[src/rtl/fwd_pkg.sv]
// Shared types and operand-resolution function for the forwarding/hazard unit.
// The scoreboard entry widths are fixed here; the unit's XLEN/RAW must match them.
package fwd_pkg;

  localparam int unsigned SB_XLEN   = 32;
  localparam int unsigned SB_RAW    = 5;
  localparam int unsigned MAX_DEPTH = 8;

  localparam logic [SB_RAW-1:0] REG_ZERO = '0;

  typedef struct packed {
    logic               valid;
    logic [SB_RAW-1:0]  rd;
    logic               is_load;
    logic               ready;
    logic [SB_XLEN-1:0] data;
  } sb_entry_t;

  typedef struct packed {
    logic [SB_XLEN-1:0] operand;
    logic               hit;
    logic               pending;
  } resolve_t;

  // Youngest matching entry decides; an older ready match never overrides it.
  function automatic resolve_t resolve_operand(input sb_entry_t [MAX_DEPTH-1:0] ents,
                                               input logic [SB_RAW-1:0]         rs_addr,
                                               input logic [SB_XLEN-1:0]        rs_rdata);
    resolve_t r;
    logic     found;
    r.operand = rs_rdata;
    r.hit     = 1'b0;
    r.pending = 1'b0;
    found     = 1'b0;
    for (int k = 0; k < MAX_DEPTH; k++) begin
      if (!found && (rs_addr != REG_ZERO) && ents[k].valid && (ents[k].rd == rs_addr)) begin
        found = 1'b1;
        if (ents[k].ready) begin
          r.operand = ents[k].data;
          r.hit     = 1'b1;
        end else begin
          r.pending = 1'b1;
        end
      end
    end
    return r;
  endfunction

endpackage

[src/rtl/fwd_operand_sel.sv]
// Resolves one source operand against the in-flight producer scoreboard.
module fwd_operand_sel
  import fwd_pkg::*;
#(
  parameter int unsigned DEPTH = 2
) (
  input  sb_entry_t [DEPTH-1:0] ents,
  input  logic [SB_RAW-1:0]     rs_addr,
  input  logic [SB_XLEN-1:0]    rs_rdata,
  output logic [SB_XLEN-1:0]    operand,
  output logic                  hit,
  output logic                  pending
);

  sb_entry_t [MAX_DEPTH-1:0] padded;
  resolve_t                  res;

  // Unused slots stay invalid so the fixed-size scan ignores them.
  always_comb begin
    padded            = '0;
    padded[DEPTH-1:0] = ents;
    res               = resolve_operand(padded, rs_addr, rs_rdata);
  end

  assign operand = res.operand;
  assign hit     = res.hit;
  assign pending = res.pending;

endmodule

[src/rtl/fwd_hazard_unit.sv]
// Operand forwarding and load-use hazard detection over a shift-register scoreboard.
// Optional FWD_HAZARD_STATS_EN adds saturating stall_cycles / fwd_count counters.
module fwd_hazard_unit
  import fwd_pkg::*;
#(
  parameter int unsigned XLEN    = SB_XLEN,
  parameter int unsigned NUM_SRC = 2,
  parameter int unsigned DEPTH   = 2,
  parameter int unsigned RAW     = SB_RAW
) (
  input  logic                    clk,
  input  logic                    rst,
  input  logic                    advance,
  input  logic                    issue_valid,
  input  logic                    issue_we,
  input  logic                    issue_is_load,
  input  logic [RAW-1:0]          issue_rd,
  input  logic [XLEN-1:0]         issue_result,
  input  logic                    load_data_valid,
  input  logic [XLEN-1:0]         load_data,
  input  logic [NUM_SRC*RAW-1:0]  rs_addr,
  input  logic [NUM_SRC*XLEN-1:0] rs_rdata,
  output logic [NUM_SRC*XLEN-1:0] opnd_out,
  output logic [NUM_SRC-1:0]      fwd_hit,
  output logic                    stall,
`ifdef FWD_HAZARD_STATS_EN
  output logic [31:0]             stall_cycles,
  output logic [31:0]             fwd_count,
`endif
  output logic                    lost_load
);

  sb_entry_t [DEPTH-1:0] ents_q, ents_d, ents_fill;
  sb_entry_t             issue_ent;
  logic [DEPTH-1:0]      fill_sel;
  logic [NUM_SRC-1:0]    pending;
  logic                  lost_q, lost_d;
  logic                  retire_unfilled;

  for (genvar g = 0; g < NUM_SRC; g++) begin : g_sel
    fwd_operand_sel #(
      .DEPTH (DEPTH)
    ) u_sel (
      .ents     (ents_q),
      .rs_addr  (rs_addr[g*RAW +: RAW]),
      .rs_rdata (rs_rdata[g*XLEN +: XLEN]),
      .operand  (opnd_out[g*XLEN +: XLEN]),
      .hit      (fwd_hit[g]),
      .pending  (pending[g])
    );
  end

  assign stall = |pending;

  // Later iterations overwrite earlier ones, so the oldest pending load is selected.
  always_comb begin
    fill_sel = '0;
    for (int k = 0; k < DEPTH; k++) begin
      if (ents_q[k].valid && ents_q[k].is_load && !ents_q[k].ready) begin
        fill_sel    = '0;
        fill_sel[k] = 1'b1;
      end
    end
  end

  always_comb begin
    issue_ent.valid   = issue_valid & issue_we;
    issue_ent.rd      = issue_rd;
    issue_ent.is_load = issue_is_load;
    issue_ent.ready   = ~issue_is_load;
    issue_ent.data    = issue_is_load ? '0 : issue_result;
  end

  always_comb begin
    ents_fill = ents_q;
    for (int k = 0; k < DEPTH; k++) begin
      if (load_data_valid && fill_sel[k]) begin
        ents_fill[k].ready = 1'b1;
        ents_fill[k].data  = load_data;
      end
    end
    ents_d = ents_fill;
    if (advance) begin
      for (int k = 1; k < DEPTH; k++) begin
        ents_d[k] = ents_fill[k-1];
      end
      // A stalled issue slot is replayed, so only a bubble enters the scoreboard.
      ents_d[0] = stall ? '0 : issue_ent;
    end
  end

  always_comb begin
    retire_unfilled = advance && ents_q[DEPTH-1].valid && ents_q[DEPTH-1].is_load &&
                      !ents_q[DEPTH-1].ready && !(load_data_valid && fill_sel[DEPTH-1]);
    lost_d          = lost_q | retire_unfilled;
  end

  always_ff @(posedge clk) begin
    if (rst) begin
      ents_q <= '0;
      lost_q <= 1'b0;
    end else begin
      ents_q <= ents_d;
      lost_q <= lost_d;
    end
  end

  assign lost_load = lost_q;

`ifdef FWD_HAZARD_STATS_EN
  logic [31:0] stall_cycles_q, fwd_count_q;
  logic [32:0] fwd_sum;

  always_comb begin
    fwd_sum = {1'b0, fwd_count_q} + 33'($countones(fwd_hit));
  end

  always_ff @(posedge clk) begin
    if (rst) begin
      stall_cycles_q <= '0;
      fwd_count_q    <= '0;
    end else begin
      if (stall && (stall_cycles_q != '1)) begin
        stall_cycles_q <= stall_cycles_q + 32'd1;
      end
      if (!stall) begin
        fwd_count_q <= fwd_sum[32] ? '1 : fwd_sum[31:0];
      end
    end
  end

  assign stall_cycles = stall_cycles_q;
  assign fwd_count    = fwd_count_q;
`endif

endmodule

[config.mk]
export PLATFORM = sky130hd
export DESIGN_NAME = fwd_hazard_unit
export DESIGN_NICKNAME = d
export VERILOG_FILES = /design/src/rtl/fwd_pkg.sv /design/src/rtl/fwd_operand_sel.sv /design/src/rtl/fwd_hazard_unit.sv
export SDC_FILE = /design/constraint.sdc
export NUM_CORES = 1
export LEC_CHECK = 0
export ABC_CLOCK_PERIOD_IN_PS = 3500
export CAP_MARGIN = 10
export CORE_UTILIZATION = 44
export DETAILED_ROUTE_END_ITERATION = 16
export GPL_ROUTABILITY_DRIVEN = 0
export GPL_TIMING_DRIVEN = 0
export PLACE_DENSITY = 0.81
export SETUP_SLACK_MARGIN = 0.15
export SLEW_MARGIN = 30
export SYNTH_ARGS = -nofsm -noshare
export SYNTH_HDL_FRONTEND = slang
export SYNTH_SLANG_ARGS = --single-unit
export TNS_END_PERCENT = 20
[constraint.sdc]
create_clock -name clk -period 3.5 [get_ports clk]
set_clock_uncertainty 0.1 [all_clocks]
set_input_delay 0.7 -clock clk [delete_from_list [all_inputs] [get_ports clk]]
set_output_delay 0.7 -clock clk [all_outputs]
set_load 0.01 [all_outputs]
# [After elaboration in Yosys (flattened, before gate mapping)]
# Cells that the tools add are included.
[word_totals] ff_bits=81 inputBits=150 out_inout_bits=68 wordCells=67
[op_classes] eq_ne=4 n_mux=20 bitwise=3 reduce_logical=29
[op_table] operator="$mux 33" n=6
[op_table] operator="$mux 34" n=4
[op_table] operator="$mux 73" n=1
[op_table] operator="$mux 40" n=1
[op_table] operator="$mux 32" n=1
[op_table] operator="$eq 5x5->1" n=4
[op_table] operator="$logic_and 1x1->1" n=20
[op_table] operator="$reduce_bool 5->1" n=2
[op_table] operator="$mux 1" n=6
[op_table] operator="$logic_not 1->1" n=5
[op_table] operator="$mux 2" n=1
[op_table] operator="$reduce_bool 2->1" n=1
[op_table] operator="$reduce_or 2->1" n=1
[op_table] operator="$and 1x1->1" n=1
[op_table] operator="$not 1->1" n=1
[op_table] operator="$or 1x1->1" n=1

# [Longest topological paths before layout]
[logic_depth] ltp_word=12 depth_mapped=9 mapped_depth_nobuf=6

# [Cells and area by module]
# A second synthesis with hierarchy kept.
[hier_totals] cells_unflattened=642 area_unflattened_um2=5993.2
[modules_own_cells] module="fwd_hazard_unit" instances=1 cells_each=440 area_per_inst_um2=4414.2
[modules_own_cells] module="fwd_operand_sel" instances=2 cells_each=101 area_per_inst_um2=789.5

# [Worst setup path before layout]
# OpenSTA, ideal clock, no wires.
[synth_timing] path_type="input to output" from="input rs_addr[2]" to="output opnd_out[24]" arrival_time_ps=2075 required_ps=2700 path_slack_ps=625 path_stages=8 path_cell_list="xnor2_1 -> nand4_1 -> o2111a_1 -> nand2_1 -> clkbuf_1 -> clkbuf_1 -> nor2_1 -> a21oi_1"
[synth_between] elab_chain_len=9
[synth_rtl] item="from (decl)" line="fwd_hazard_unit.sv:21" text="input logic [NUM_SRC*RAW-1:0] rs_addr,"
[synth_rtl] item="$reduce_bool 5->1" line="fwd_pkg.sv:36" text="if (!found && (rs_addr != REG_ZERO) && ents[k].valid && (ents[k].rd == rs_addr)) begin"
[synth_rtl] item="$logic_and 1x1->1 (2 in series)" line="fwd_pkg.sv:36"
[synth_rtl] item="$mux 1" line="fwd_pkg.sv:36"
[synth_rtl] item="$logic_not 1->1" line="fwd_pkg.sv:36"
[synth_rtl] item="$logic_and 1x1->1 (3 in series)" line="fwd_pkg.sv:36"
[synth_rtl] item="$mux 34 *" line="fwd_pkg.sv:36"
[synth_rtl] item="to (decl)" line="fwd_hazard_unit.sv:23" text="output logic [NUM_SRC*XLEN-1:0] opnd_out,"
# Every way passes the cells marked *; elsewhere a longest branch is shown, timed or not.

# [Worst setup path in the final report]
[layout_timing] from="input rs_addr[4]" to="output opnd_out[31]"
# Same word-level chain as after synthesis.

==> results.yml <==
drt:
  wl_um: 19100
  routed-wl-met3_um: 1450
  drt_iter0_drc: 441
  top_layer: "met4"
  ant_nets: 0
  dr_wl_met2_um: 9220
  viasPerCell: 5.45
  routedWlPerCell_um: 17.8
  drcViolationCount: 0
  via_count: 5864
  wl_met1_um: 7970
  dr.pass1.iters: 5
synth:
  syn_inst: 663
  synth_seq_cells: 81
  yosys.cell_count.top_type: "nor2_1"
  synth_area_per_cell_um2: 8.22
  synth_area_um2: 5450
  synth.top_cell.area_share_pct: 29.8
  synth_common_cells: "141 x nor2_1, 103 x mux2i_1, 81 x dfxtp_1, 64 x a21oi_1, 49 x nand2_1"
  ys_types: 33
  synth.largest_area_cell: "dfxtp_1"
  synthFlopType: "dfxtp_1"
  syn-num-nets: 813
  netlist_top_cells_area: "dfxtp_1 30%, mux2i_1 19%, nor2_1 9.7%, mux2_2 6.6%, a21oi_1 5.9%"
  synthArstFlopShare_pct: 0
  synth_edf_count: 0
  synth-seq-area-share_pct: 29.8
  synth_warnings: 0
sta:
  hold_viol_final: 0
  min_period_over_period_pct: 96.1
  maxSlewHeadroom_pct: 51.8
  fmax_ghz: 0.297
  setup_viol: 0
  tightest_slew_ns: 0.723
  fin_crit_ns: 3.36
  maxSlewViolCount: 0
  rsz0062_at_grt: "yes"
cells_and_area:
  utilization_pct: 68.7
  layout-drive-gt1-share_pct: 22.1
  final_area_um2: 8290
  fin_nets: 1052
  area_growth_syn_to_layout_pct: 52.0
flow_run:
  max-cap-violations: 0
floorplanning:
  coreArea_um2: 12100
  start_util_pct: 45.2
  die_h_um: 113
  die_width_um: 113
  rows: 40
  die_area_um2: 12800
  io_pins: 218
worst_setup_path:
  startpoint: "rs_addr[4]"
  critPathLaunchType: "input pin"
  path_class: "in2out"
  critPathArrivalTime_ns: 2.56
  cp.required_ns: 2.70
  cp-end-kind: "primary output"
  reg2reg_from: "ents_fill[37]"
  cp_max_fo: 10
  critical-path-slowest-cell: "nor4_1"
  crit_path_cell_trace: "clkdlybuf4s15_2 -> xor2_1 -> nor4_1 -> o2111a_1 -> buf_4 -> nand2_2 -> buf_8 -> buf_6 -> clkbuf_16 -> a21oi_1 -> buf_2"
  slowest_delay_ns: 0.28
power:
  power_density_nw_per_um2: 300
  p_leak_nw: 3.21
  peakVddDrop_mv: 0.199
clock_tree:
  tritoncts: "yes"
  cts_inserted_buffers: 9
  root_buffer: "clkbuf_16"
  htreeDepth: 3
  clk_pin_slew_ns: 0.06
  clk_latency_ns: 0.34
  clock_path_buffers: 2
  clkSinkCount: 81
placement:
  port-buffer-count: 216
  hpwl_um: 14000
  place_area_um2: 7820
global_route:
  grt_overflow: 0
  antenna_found_initial: 0
  grt_pass1_vias: 5737
  grt_max_degree: 15
  track_usage_pct: 29.1
  grt_pass1_wl_um: 29400
worst_hold_path:
  hold_path.class: "reg2reg"
  hold_start: "lost_load"
run_status:
  status: "completed"
-- logic make-up after synthesis --
logic type	count (synthesis)	share of synthesized area, %
multiplexers	135	25.5
AO/OA/AOI/OAI	142	18.9
AND/OR/NAND/NOR	214	16.1
flip-flops	81	29.8
buffers and inverters	71	6.47
XOR/XNOR	20	3.21
-- stage by stage --
stage | setup TNS [ns] | worst slack (ns) | instances | total power, W | hold WS, ns
after global routing | 0 | 0.0655 | 1075 | 0.00257 | 0.444
after CTS | -0.0293 | -0.0293 | 1073 | 0.00248 | 0.382
after global placement | -49.51 | -0.902 | 1047 | 0.00155 | 0.347
after detailed placement | -50.57 | -0.894 | 1047 | 0.00155 | 0.371
after floorplan | 0 | 0.625 | 663 | 0.00124 | 0.360
final | 0 | 0.135 | 1076 | 0.00248 | 0.386
-- where the power goes --
| part | switching [W] | internal (W) | leakage (nW) |
|---|---|---|---|
| Clock | 0.000399 | 0.000573 | 0.145 |
| Sequential | 0.0000432 | 0.000967 | 0.664 |
| Combinational | 0.000207 | 0.000293 | 2.40 |
| Total | 0.000650 | 0.00183 | 3.21 |
-- path summary, 6_finish.rpt --
path / slack [ns] / end / cells after the start
min reg2reg: 0.39 / lost_load / 2
max reg2reg: 1.20 / ents_fill[34] / 9
max: 0.14 / opnd_out[31] / 11
min: 0.39 / lost_load / 2
-- flip-flops by register name (all words and copies together), names as in the netlist --
signal and cells:
lost_load 1, ents_fill 14, ents_q 66
-- worst max-delay path, delay by kind of cell --
kind | cells | cell delay, ns
buffers and inverters | 6 | 0.95
xor gates and xnor gates | 1 | 0.15
AOI/OAI and AO/OA | 2 | 0.43
and+or+nand+nor | 2 | 0.35
-- final cells by class --
cell class / instances / area [um2]
plain buffers: 67 / 567
fillers: 989 / 3780
clock inverters: 6 / 67.6
flip-flops and latches: 81 / 1620
clock buffers: 10 / 239
well taps: 168 / 210
multi-input cells: 511 / 3570
inverters: 4 / 15.0
repair buffers: 228 / 2000
diodes: 1 / 2.50
-- layout by cell type (no fill, tap or decap), types with 3 or more instances in the layout --
cell,netlist,layout
clkdlybuf4s15_2,0,11
nand2_1,49,47
buf_1,3,3
clkbuf_1,36,25
mux2i_1,103,102
xnor2_1,12,12
o31ai_2,6,6
nor4_1,3,3
a211oi_1,32,32
nor2_2,0,3
buf_8,0,3
mux2_2,32,32
buf_2,15,59
a21oi_1,64,53
nor2_1,141,138
clkdlybuf4s15_1,0,5
buf_12,0,5
buf_4,8,12
and2_1,4,4
clkbuf_2,0,9
dfxtp_1,81,81
clkdlybuf4s50_1,0,139
dlygate4sd2_1,0,3
buf_6,5,13
nor3_1,4,4
or3b_2,6,6
o32a_1,32,32
a21oi_2,0,9
clkbuf_16,0,12
inv_1,4,4
xor2_1,8,8
clkbuf_8,0,6
-- repair_timing --
| item | 4_1_cts | 5_1_grt |
|---|---|---|
| hold endpoints to repair | 0 | 0 |
| setup buffers | 10 | 1 |
| gates resized for setup | 324 | 30 |
| pin swaps | 9 | 12 |
| hold buffers | 0 | 0 |
| gates cloned | 0 | 1 |
| endpoints found under the setup margin | 67 | 54 |
-- per-layer routing --
layer | track usage (%) | up-vias
li1 | - | 2842
met1 | 36.5 | 2727
met2 | 49.9 | 255
met3 | 4.71 | 40
met4 | 11.2 | 0
met5 | 0 | -
No activity file was read; power rests on OpenSTA's default activity.
